## config.mk

```make
export PLATFORM = sky130hd
export DESIGN_NAME = motoro3_step_sequencer
export DESIGN_NICKNAME = d
export VERILOG_FILES = /design/src/rtl/motoro3_step_sequencer.sv
export SDC_FILE = /design/constraint.sdc
export NUM_CORES = 1
export LEC_CHECK = 0
export CAP_MARGIN = 20
export CORE_MARGIN = 8
export CORE_UTILIZATION = 55
export CTS_BUF_LIST = sky130_fd_sc_hd__clkbuf_2
export DETAILED_ROUTE_END_ITERATION = 10
export DONT_BUFFER_PORTS = 1
export GPL_ROUTABILITY_DRIVEN = 0
export GPL_TIMING_DRIVEN = 0
export PLACE_DENSITY = 0.73
export SYNTH_ARGS = -nofsm -noshare
export SYNTH_HDL_FRONTEND = slang
export SYNTH_SLANG_ARGS = --single-unit
```

## constraint.sdc

```tcl
create_clock -name clk -period 16.6 [get_ports clk]
set_input_delay 0.83 -clock clk [delete_from_list [all_inputs] [get_ports clk]]
set_output_delay 0.83 -clock clk [all_outputs]
set_load 0.01 [all_outputs]
```

## src/rtl/motoro3_step_sequencer.sv

```systemverilog
// Commutation step sequencer feeding sgStep/m3cnt timing to the 3-phase PWM generator.
// Optional reverse stepping via `define M3_STEP_REVERSE_EN (adds dirRev input).
module motoro3_step_sequencer #(
  parameter int CNT_W     = 25,
  parameter int STEP_LAST = 11,
  parameter int MIN_LEN   = 16
) (
  input  logic             clk,
  input  logic             rst,
  input  logic             start,
  input  logic             stop,
  input  logic [CNT_W-1:0] m3r_stepLen,
  input  logic [3:0]       m3r_startStep,
`ifdef M3_STEP_REVERSE_EN
  input  logic             dirRev,
`endif
  output logic             pwmActive1,
  output logic [3:0]       sgStep,
  output logic [CNT_W-1:0] m3cnt,
  output logic             m3cntFirst1,
  output logic             m3cntFirst2,
  output logic             m3cntLast1,
  output logic             m3cntLast2,
  output logic             stepDone,
  output logic [15:0]      revCnt,
  output logic             busy
);

  typedef enum logic [1:0] {IDLE, ARM, RUN, DRAIN} state_t;

  localparam logic [CNT_W-1:0] MIN_LEN_C   = CNT_W'(MIN_LEN);
  localparam logic [3:0]       STEP_LAST_C = 4'(STEP_LAST);

  state_t           state, stateNext;
  logic             armCnt, armCntNext;
  logic             stopPend, stopPendNext;
  logic [CNT_W-1:0] lenCur, lenNext, lenClamped, lenM1, lenM2, cntNext;
  logic [3:0]       stepNext, stepAdv;
  logic [15:0]      revNext;
  logic             wrap, goRev, stepEnd, runNow;

`ifdef M3_STEP_REVERSE_EN
  assign goRev = dirRev;
`else
  assign goRev = 1'b0;
`endif

  assign lenClamped = (m3r_stepLen < MIN_LEN_C) ? MIN_LEN_C : m3r_stepLen;
  assign lenM1      = lenCur - CNT_W'(1);
  assign lenM2      = lenCur - CNT_W'(2);
  assign runNow     = (state == RUN);
  assign stepEnd    = runNow && (m3cnt == lenM1);

  assign m3cntFirst1 = runNow && (m3cnt == '0);
  assign m3cntFirst2 = runNow && (m3cnt == CNT_W'(1));
  assign m3cntLast2  = runNow && (m3cnt == lenM2);
  assign m3cntLast1  = runNow && (m3cnt == lenM1);
  assign busy        = (state != IDLE);

  always_comb begin
    stepAdv = sgStep + 4'd1;
    wrap    = 1'b0;
    if (goRev) begin
      if (sgStep == 4'd0) begin
        stepAdv = STEP_LAST_C;
        wrap    = 1'b1;
      end else begin
        stepAdv = sgStep - 4'd1;
      end
    end else if (sgStep >= STEP_LAST_C) begin
      stepAdv = 4'd0;
      wrap    = 1'b1;
    end
  end

  always_comb begin
    stateNext    = state;
    armCntNext   = armCnt;
    stopPendNext = stopPend;
    cntNext      = m3cnt;
    stepNext     = sgStep;
    lenNext      = lenCur;
    revNext      = revCnt;
    case (state)
      IDLE: begin
        cntNext      = '0;
        stopPendNext = 1'b0;
        if (start && !stop) begin
          stateNext  = ARM;
          armCntNext = 1'b0;
          lenNext    = lenClamped;
          stepNext   = (m3r_startStep > STEP_LAST_C) ? 4'd0 : m3r_startStep;
        end
      end
      ARM: begin
        cntNext = '0;
        if (stop)        stateNext = IDLE;
        else if (armCnt) stateNext = RUN;
        else             armCntNext = 1'b1;
      end
      RUN: begin
        if (stop) stopPendNext = 1'b1;
        if (stepEnd) begin
          cntNext = '0;
          // a stop arriving on the final cycle still lets this step finish, then drains
          if (stopPend || stop) begin
            stateNext    = DRAIN;
            stopPendNext = 1'b0;
          end else begin
            stepNext = stepAdv;
            lenNext  = lenClamped;
            if (wrap) revNext = revCnt + 16'd1;
          end
        end else begin
          cntNext = m3cnt + CNT_W'(1);
        end
      end
      DRAIN: begin
        cntNext      = '0;
        stopPendNext = 1'b0;
        stateNext    = IDLE;
      end
      default: stateNext = IDLE;
    endcase
  end

  // registered strobes are computed from next-state values so they align with m3cnt
  always_ff @(posedge clk) begin
    if (rst) begin
      state      <= IDLE;
      armCnt     <= 1'b0;
      stopPend   <= 1'b0;
      m3cnt      <= '0;
      sgStep     <= 4'd0;
      lenCur     <= MIN_LEN_C;
      revCnt     <= '0;
      pwmActive1 <= 1'b0;
      stepDone   <= 1'b0;
    end else begin
      state      <= stateNext;
      armCnt     <= armCntNext;
      stopPend   <= stopPendNext;
      m3cnt      <= cntNext;
      sgStep     <= stepNext;
      lenCur     <= lenNext;
      revCnt     <= revNext;
      pwmActive1 <= (stateNext == RUN);
      stepDone   <= (stateNext == RUN) && (cntNext == lenNext - CNT_W'(1));
    end
  end

endmodule

```

# --- After elaboration in Yosys (flattened, before gate mapping) ---
# Index checks and enable logic that the tools add are counted.
classes:
  mux: 27
  order_cmp: 3
  n_mul: 0
  shifts: 0
  n_div: 0
  n_bitwise: 1
  eq_ne: 12
  add_sub_neg: 6
  n_reduce_logical: 19
ops:
  columns: ["operator", "count"]
  rows:
  - ["two-way mux 25 bit", 5]
  - ["one-hot mux 25 bit (2 select lines)", 2]
  - ["== test 25 bit", 3]
  - ["subtractor 25 x 1 -> 25 bit, second input constant", 2]
  - ["adder 25 x 1 -> 25 bit, second input constant", 1]
  - ["== test 25 x 1 -> 1 bit, second input constant", 1]
  - ["zero test 25 bit", 1]
  - ["less-than comparator 25 x 5 -> 1 bit, second input constant", 1]
  - ["subtractor 25 x 2 -> 25 bit, second input constant", 1]
  - ["two-way mux 4 bit", 5]
  - ["adder 16 x 1 -> 16 bit, second input constant", 1]
  - ["two-way mux 2 bit", 5]
  - ["!= test 2 bit, second input constant", 4]
  - ["one-hot mux 2 bit (4 select lines)", 1]
  - ["one-hot mux 4 bit (2 select lines)", 1]
  - ["AND reduction 4 bit", 2]
  - ["nonzero test 2 bit", 4]
  - ["== test 2 bit, second input constant", 3]
  - ["logical AND 1 bit", 6]
  - ["two-way mux 1 bit", 6]
  - ["adder 4 x 1 -> 4 bit, second input constant", 1]
  - [">= comparator 4 bit, second input constant", 1]
  - ["greater-than comparator 4 bit, second input constant", 1]
  - ["one-hot mux 1 bit (2 select lines)", 2]
  - ["8 further kinds", 8]
word_totals:
  mem_bits_rw: 0
  mem_count: 0
  register_bits: 76
  romBits: 0
  out_inout_bits: 52
  latchBits: 0

# --- Depth between registers and ports, before layout ---
logic_depth:
  word_depth: 8
  mapped_depth: 21
  ltp_nobuf: 18

# --- Worst setup path before layout ---
# No wires, ideal clock.
synth_path:
  kind: "register -> register"
  from: "register lenCur[2]"
  to: "register stepDone"
  required_ns: 16.512
  slack_ns: 11.286
  n_path_buf: 3
  arrival_time_ns: 5.226
  path_stages_with_launch: 21
  synth_period_minus_slack_ns: 5.314
  cell_sequence: "dfxtp_1 clkbuf_1 inv_1 ha_1 or4b_2 nor4_1 a21oi_1 o21a_1 nor4b_4 nand3_2 a21o_1 clkbuf_1 clkbuf_1 a22oi_1 ha_1 o221ai_1 nor3_1 nand2_1 or4b_1 a211o_1 nor4_2"
synth_between:
  elab_chain_cells: 8
synth_rtl:
  columns: ["item", "line_no", "rtl"]
  rows:
  - ["start: declaration", "37", "logic [CNT_W-1:0] lenCur, lenNext, lenClamped, lenM1, lenM2, cntNext;"]
  - ["start signal: assignment", "145", "lenCur <= lenNext;"]
  - ["subtractor 25 x 1 -> 25 bit", "49", "assign lenM1 = lenCur - CNT_W'(1);"]
  - ["== test 25 bit", "52", "assign stepEnd = runNow && (m3cnt == lenM1);"]
  - ["logical AND 1 bit", "52", null]
  - ["two-way mux 25 bit", "103", "if (stepEnd) begin"]
  - ["one-hot mux 25 bit (2 select lines)", "84", "case (state)"]
  - ["subtractor 25 x 1 -> 25 bit", "148", "stepDone <= (stateNext == RUN) && (cntNext == lenNext - CNT_W'(1));"]
  - ["== test 25 bit", "148", null]
  - ["logical AND 1 bit *", "148", null]
  - ["end signal: assignment", "148", null]
  - ["end: declaration", "24", "output logic stepDone,"]
# Mark *: on every way between the ends. The rest lies on a longest branch, timed or not.
# A chain may end at the register's enable or synchronous reset.

# --- Worst setup path in the final report ---
# Same ends and word-level chain as after synthesis.

==> impl_summary.md <==
Final layout
From synthesis to final layout, the design area changed by 4.55%. The finished layout holds 1041 standard cells, fillers aside. Across the whole layout, storage elements account for 0.00152 sq mm. The net count of the finished layout is 935. The area of the multi-input gates is 0.00473 sq mm. The filler cells instantiated in the layout total 1172. In the final layout, the share of cells above drive strength 1 is 6.38%. The number of inserted diodes is 0.

CTS
No sink is reached through more buffers than the 2 on the longest clock path. The clock insertion delay at the later pin of the skew report is 640 ps. Hold repair after CTS inserted 0 buffers. The tree built by TritonCTS fans out to 76 sinks.

The clock tree root driver cell is sky130_fd_sc_hd__clkbuf_2. Buffers inserted during clock tree synthesis total 9. The quantity of gates resized following cts is 0. The TritonCTS clock tree is built. In this run the post-CTS setup repair buffer count came out at 0. The count of H-tree levels built during CTS is 3.

After clock tree synthesis, the clock-pin slew on the worst setup and hold paths is 240 ps.

Yosys
Sorting the synthesized cells by area gives the leading types as sky130_fd_sc_hd__dfxtp_1, sky130_fd_sc_hd__xnor2_1, sky130_fd_sc_hd__nor2_1, sky130_fd_sc_hd__xor2_1, sky130_fd_sc_hd__nand2_1. The parity-gate share of the synthesized area counting xor and xnor cells is 15.4%. For this run, asynchronously set or reset flops after synthesis account for 0%. After synthesis, the most frequently instantiated cells are sky130_fd_sc_hd__nor2_1, sky130_fd_sc_hd__dfxtp_1, sky130_fd_sc_hd__xnor2_1. Among all flip-flop cells after synthesis, the most frequent one is sky130_fd_sc_hd__dfxtp_1. Synthesis instantiated 83 different standard cells from the library. The net count after synthesis is 924. The cell taking the most area after synthesis is sky130_fd_sc_hd__dfxtp_1. The area of the mapped netlist is 0.00654 sq mm. Summing the sequential cell areas from Yosys gives 23.3% of the chip area.

After synthesis the netlist holds a flip-flop and latch count of 76. By instance count, the leading cell after synthesis is sky130_fd_sc_hd__nor2_1. The number of warnings reported in the yosys synthesis log is 0. The arithmetic-cell share of the synthesized area counting full adders, half adders and majority gates is 2.49%. The cell count after synthesis is 878. A synthesized cell averages 7.45 sq um. By area, the combinational part of the netlist is dominated by simple AND/OR/NAND/NOR gates. The area fraction in compound gates after synthesis is 18.8%.

After Yosys synthesis, and, or, nand and nor cells account for 34.7% of the synthesized area. The mux contribution to synthesized area is 0.938%. Yosys mapped a number of flops with a built-in enable equal to 0. The share of the synthesized area in the top cell type is 23.3%.

Global routing
The global-route total usage across every layer is 27.7%. The number of global-route vias before repair is 6316. The total overflow left after global routing is 0.

The global-route wire length before repair is 34400 microns. The maximum number of pins on one net before global-route repair is 14. The number of antenna violations at the first check in global routing was 0.

Floorplan
The initial utilization of the core area, before any placement, comes to 55.4%. The die covers 0.0156 sq mm. The I/O pin total is 85.

The height of the die is 125 microns. The core region is 0.0118 sq mm. The floorplan step set the die width to 125 microns. The initialized floorplan defines 40 standard-cell rows.

Timing
The shortest period the worst path allows is 6940 ps. The total count of hold-check failures in the final report is 0. The slew at the pin closest to its max-slew limit is 919 ps. The share of the cycle needed by the critical path after routing is 41.8%.

Measured against its own limit, the worst slew margin works out to 37.9%. After routing, the total negative slack on setup checks comes to 0 ps. Setup repair after global routing left no endpoint under its margin. Setup violations remaining at the end of the flow were counted as 0. Setup slack closes at 9660 ps. The final-report max-slew violation count is 0. Based on the critical path, the design can be clocked at up to 0.144 GHz.

The clock arrives with 32.1 ps of skew.

Drt
For this block, the via count after detailed routing is 6875. The total wire length after detailed routing is 22400 microns. In the routed design, unresolved DRC markers number 0. The number of iterations in the first detailed-routing pass is 5.

The number of violations reported at the end of detailed-routing iteration 0 is 797. The routed wire length per instance is 21.5 microns. The via count normalized by instance count is 6.60.

The post-route antenna net violation count is 0.

Placement
The count of port buffers added during placement is 0. Detailed placement ended at an HPWL of 17500 microns. At the placement stage, the worst setup path has a slack of 9850 ps. Once placement completed, the tool counted placed cells totaling 1025.

Setup path
Among all stages on the critical path, the largest delay is contributed by sky130_fd_sc_hd__nor4b_2. The classification of the worst setup path is flop to flop. Counting buffers and inverters, the worst setup path is 20 cells deep. The critical path goes through clkbuf_1 > inv_1 > ha_1 > nor4b_2 > and4_1 > nand2_1 > o21a_1 > nor4b_4 > nand3_2 > a21o_1 > clkbuf_1 > clkbuf_1 > a22oi_1 > ha_1 > o221ai_1 > nor4_1 > o221ai_1 > mux2i_1 > a211o_1 > nor4_2. On the worst path, the slowest cell contributes a delay of 640 ps. In this design, the largest share of critical-path delay is due to simple AND/OR/NAND/NOR gates. Data arrives at the worst endpoint at 7500 ps. Along the worst path, the maximum fanout reaches 10.

The worst setup path is launched from a flop. The most frequent cell on the critical path is sky130_fd_sc_hd__clkbuf_1. The required time of the critical path is 17160 ps.

The number of buffer and inverter stages on the critical path is 4. The kind of capture point of the worst setup path is a flop. The number of cells on the worst reg-to-reg path is 20.

Power and ir drop
In this run the static leakage power is 2.29 nW. The internal power is 0.440 mW. Dividing total power by cell area gives a power density of 133 mW/mm^2. The combinational cell fraction of total power is 63.1%. Net switching is 51.5% of the power. The worst voltage drop across the vdd grid is 0.0627 mV. Of the total power, registers draw 24.5%. The total design power is 0.908 mW.

The switching power total is 0.468 mW. The clock network power share is 12.4%.

Status
The flow ran to the end, and the final reports show no timing, DRC or antenna violations.

Min path
In this run the worst hold path is classified as input pin to flop. Counting instances, the worst hold path has a depth of 3.

Flow run
The reported max-cap violation count is 0.
logic make-up after synthesis:
logic type,count (synthesis)
simple gates,433
compound gates,170
xor+xnor,111
flops,76
buf+inv,69
fa+ha+maj,13
mux,6
power groups by stage:
stage | sequential, mW | clock, mW | combinational, mW
after global routing | 0.226 | 0.119 | 0.619
after detailed placement | 0.226 | 0 | 0.551
after global placement | 0.225 | 0 | 0.546
final | 0.222 | 0.113 | 0.573
after CTS | 0.222 | 0.113 | 0.554
after floorplan | 0.220 | 0 | 0.419
tightest hold or removal path, stage by stage:
cell and delay (ps):
sky130_fd_sc_hd__a21oi_1 30, sky130_fd_sc_hd__nor2_1 80, sky130_fd_sc_hd__nor3_1 50
final cells by class:
class | instances | share of cell area, %
buffer | 48 | 3.00
multi-input combinational | 733 | 69.2
clock inverter | 6 | 0.933
inverter | 21 | 1.15
clock buffer | 10 | 0.732
tap | 147 | 2.69
sequential | 76 | 22.3
routing by layer:
metal  wire length [microns]  vias to the layer above  track usage, %
met5                       0                        -               0
met3                    2210                       75            6.71
met2                    9970                      387            43.8
met4                    1050                        0            15.0
met1                    9130                     3199            34.1
li1                        -                     3214               -
through the flow:
step                      util, %  hold slack (ps)  instance area, sq um
after floorplan                 -              441                  6540
after global placement       56.9              454                  6720
after detailed placement     56.9              472                  6720
after CTS                    57.9              359                  6840
after global routing         57.9              370                  6840
final                        57.9              377                  6840
worst paths after layout:
kind	start	endpoint	slack [ps]
hold reg to reg	stopPend$_SDFFE_PP0P_	stopPend$_SDFFE_PP0P_	500
hold / removal	stop	armCnt$_SDFFE_PP0P_	380
setup reg to reg	lenCur[2]$_SDFF_PP0_	stepDone$_SDFF_PP0_	9660
setup / recovery	lenCur[2]$_SDFF_PP0_	stepDone$_SDFF_PP0_	9660
layout by cell type, fill, tap and decap left out, drive strengths merged, types with 5 or more instances in the layout:
cell type,n
o21ai,29
nor4b,5
a22o,6
dfxtp,76
o221ai,6
nand4,21
nor4,33
nand2b,7
a31oi,9
o31ai,5
inv,20
nand2,57
a311oi,5
o211ai,7
xnor2,72
nor2b,8
and3,14
nand3,36
ha,13
or4,7
nor3,31
and2,11
o21a,5
o2111ai,5
a21oi,26
and4,6
xor2,37
buf,11
clkbuf,47
or2,14
or3,12
mux2i,5
a211oi,9
nor2,152
clkinv,5
a22oi,21
registers in the layout, summed over array words and instances (netlist names):
| signal | flops |
|---|---|
| stopPend | 1 |
| pwmActive1 | 1 |
| revCnt | 16 |
| armCnt | 1 |
| lenCur | 25 |
| m3cnt | 25 |
| stepDone | 1 |
| sgStep | 4 |
| state | 2 |
No activity file was read; power rests on OpenSTA's default activity.
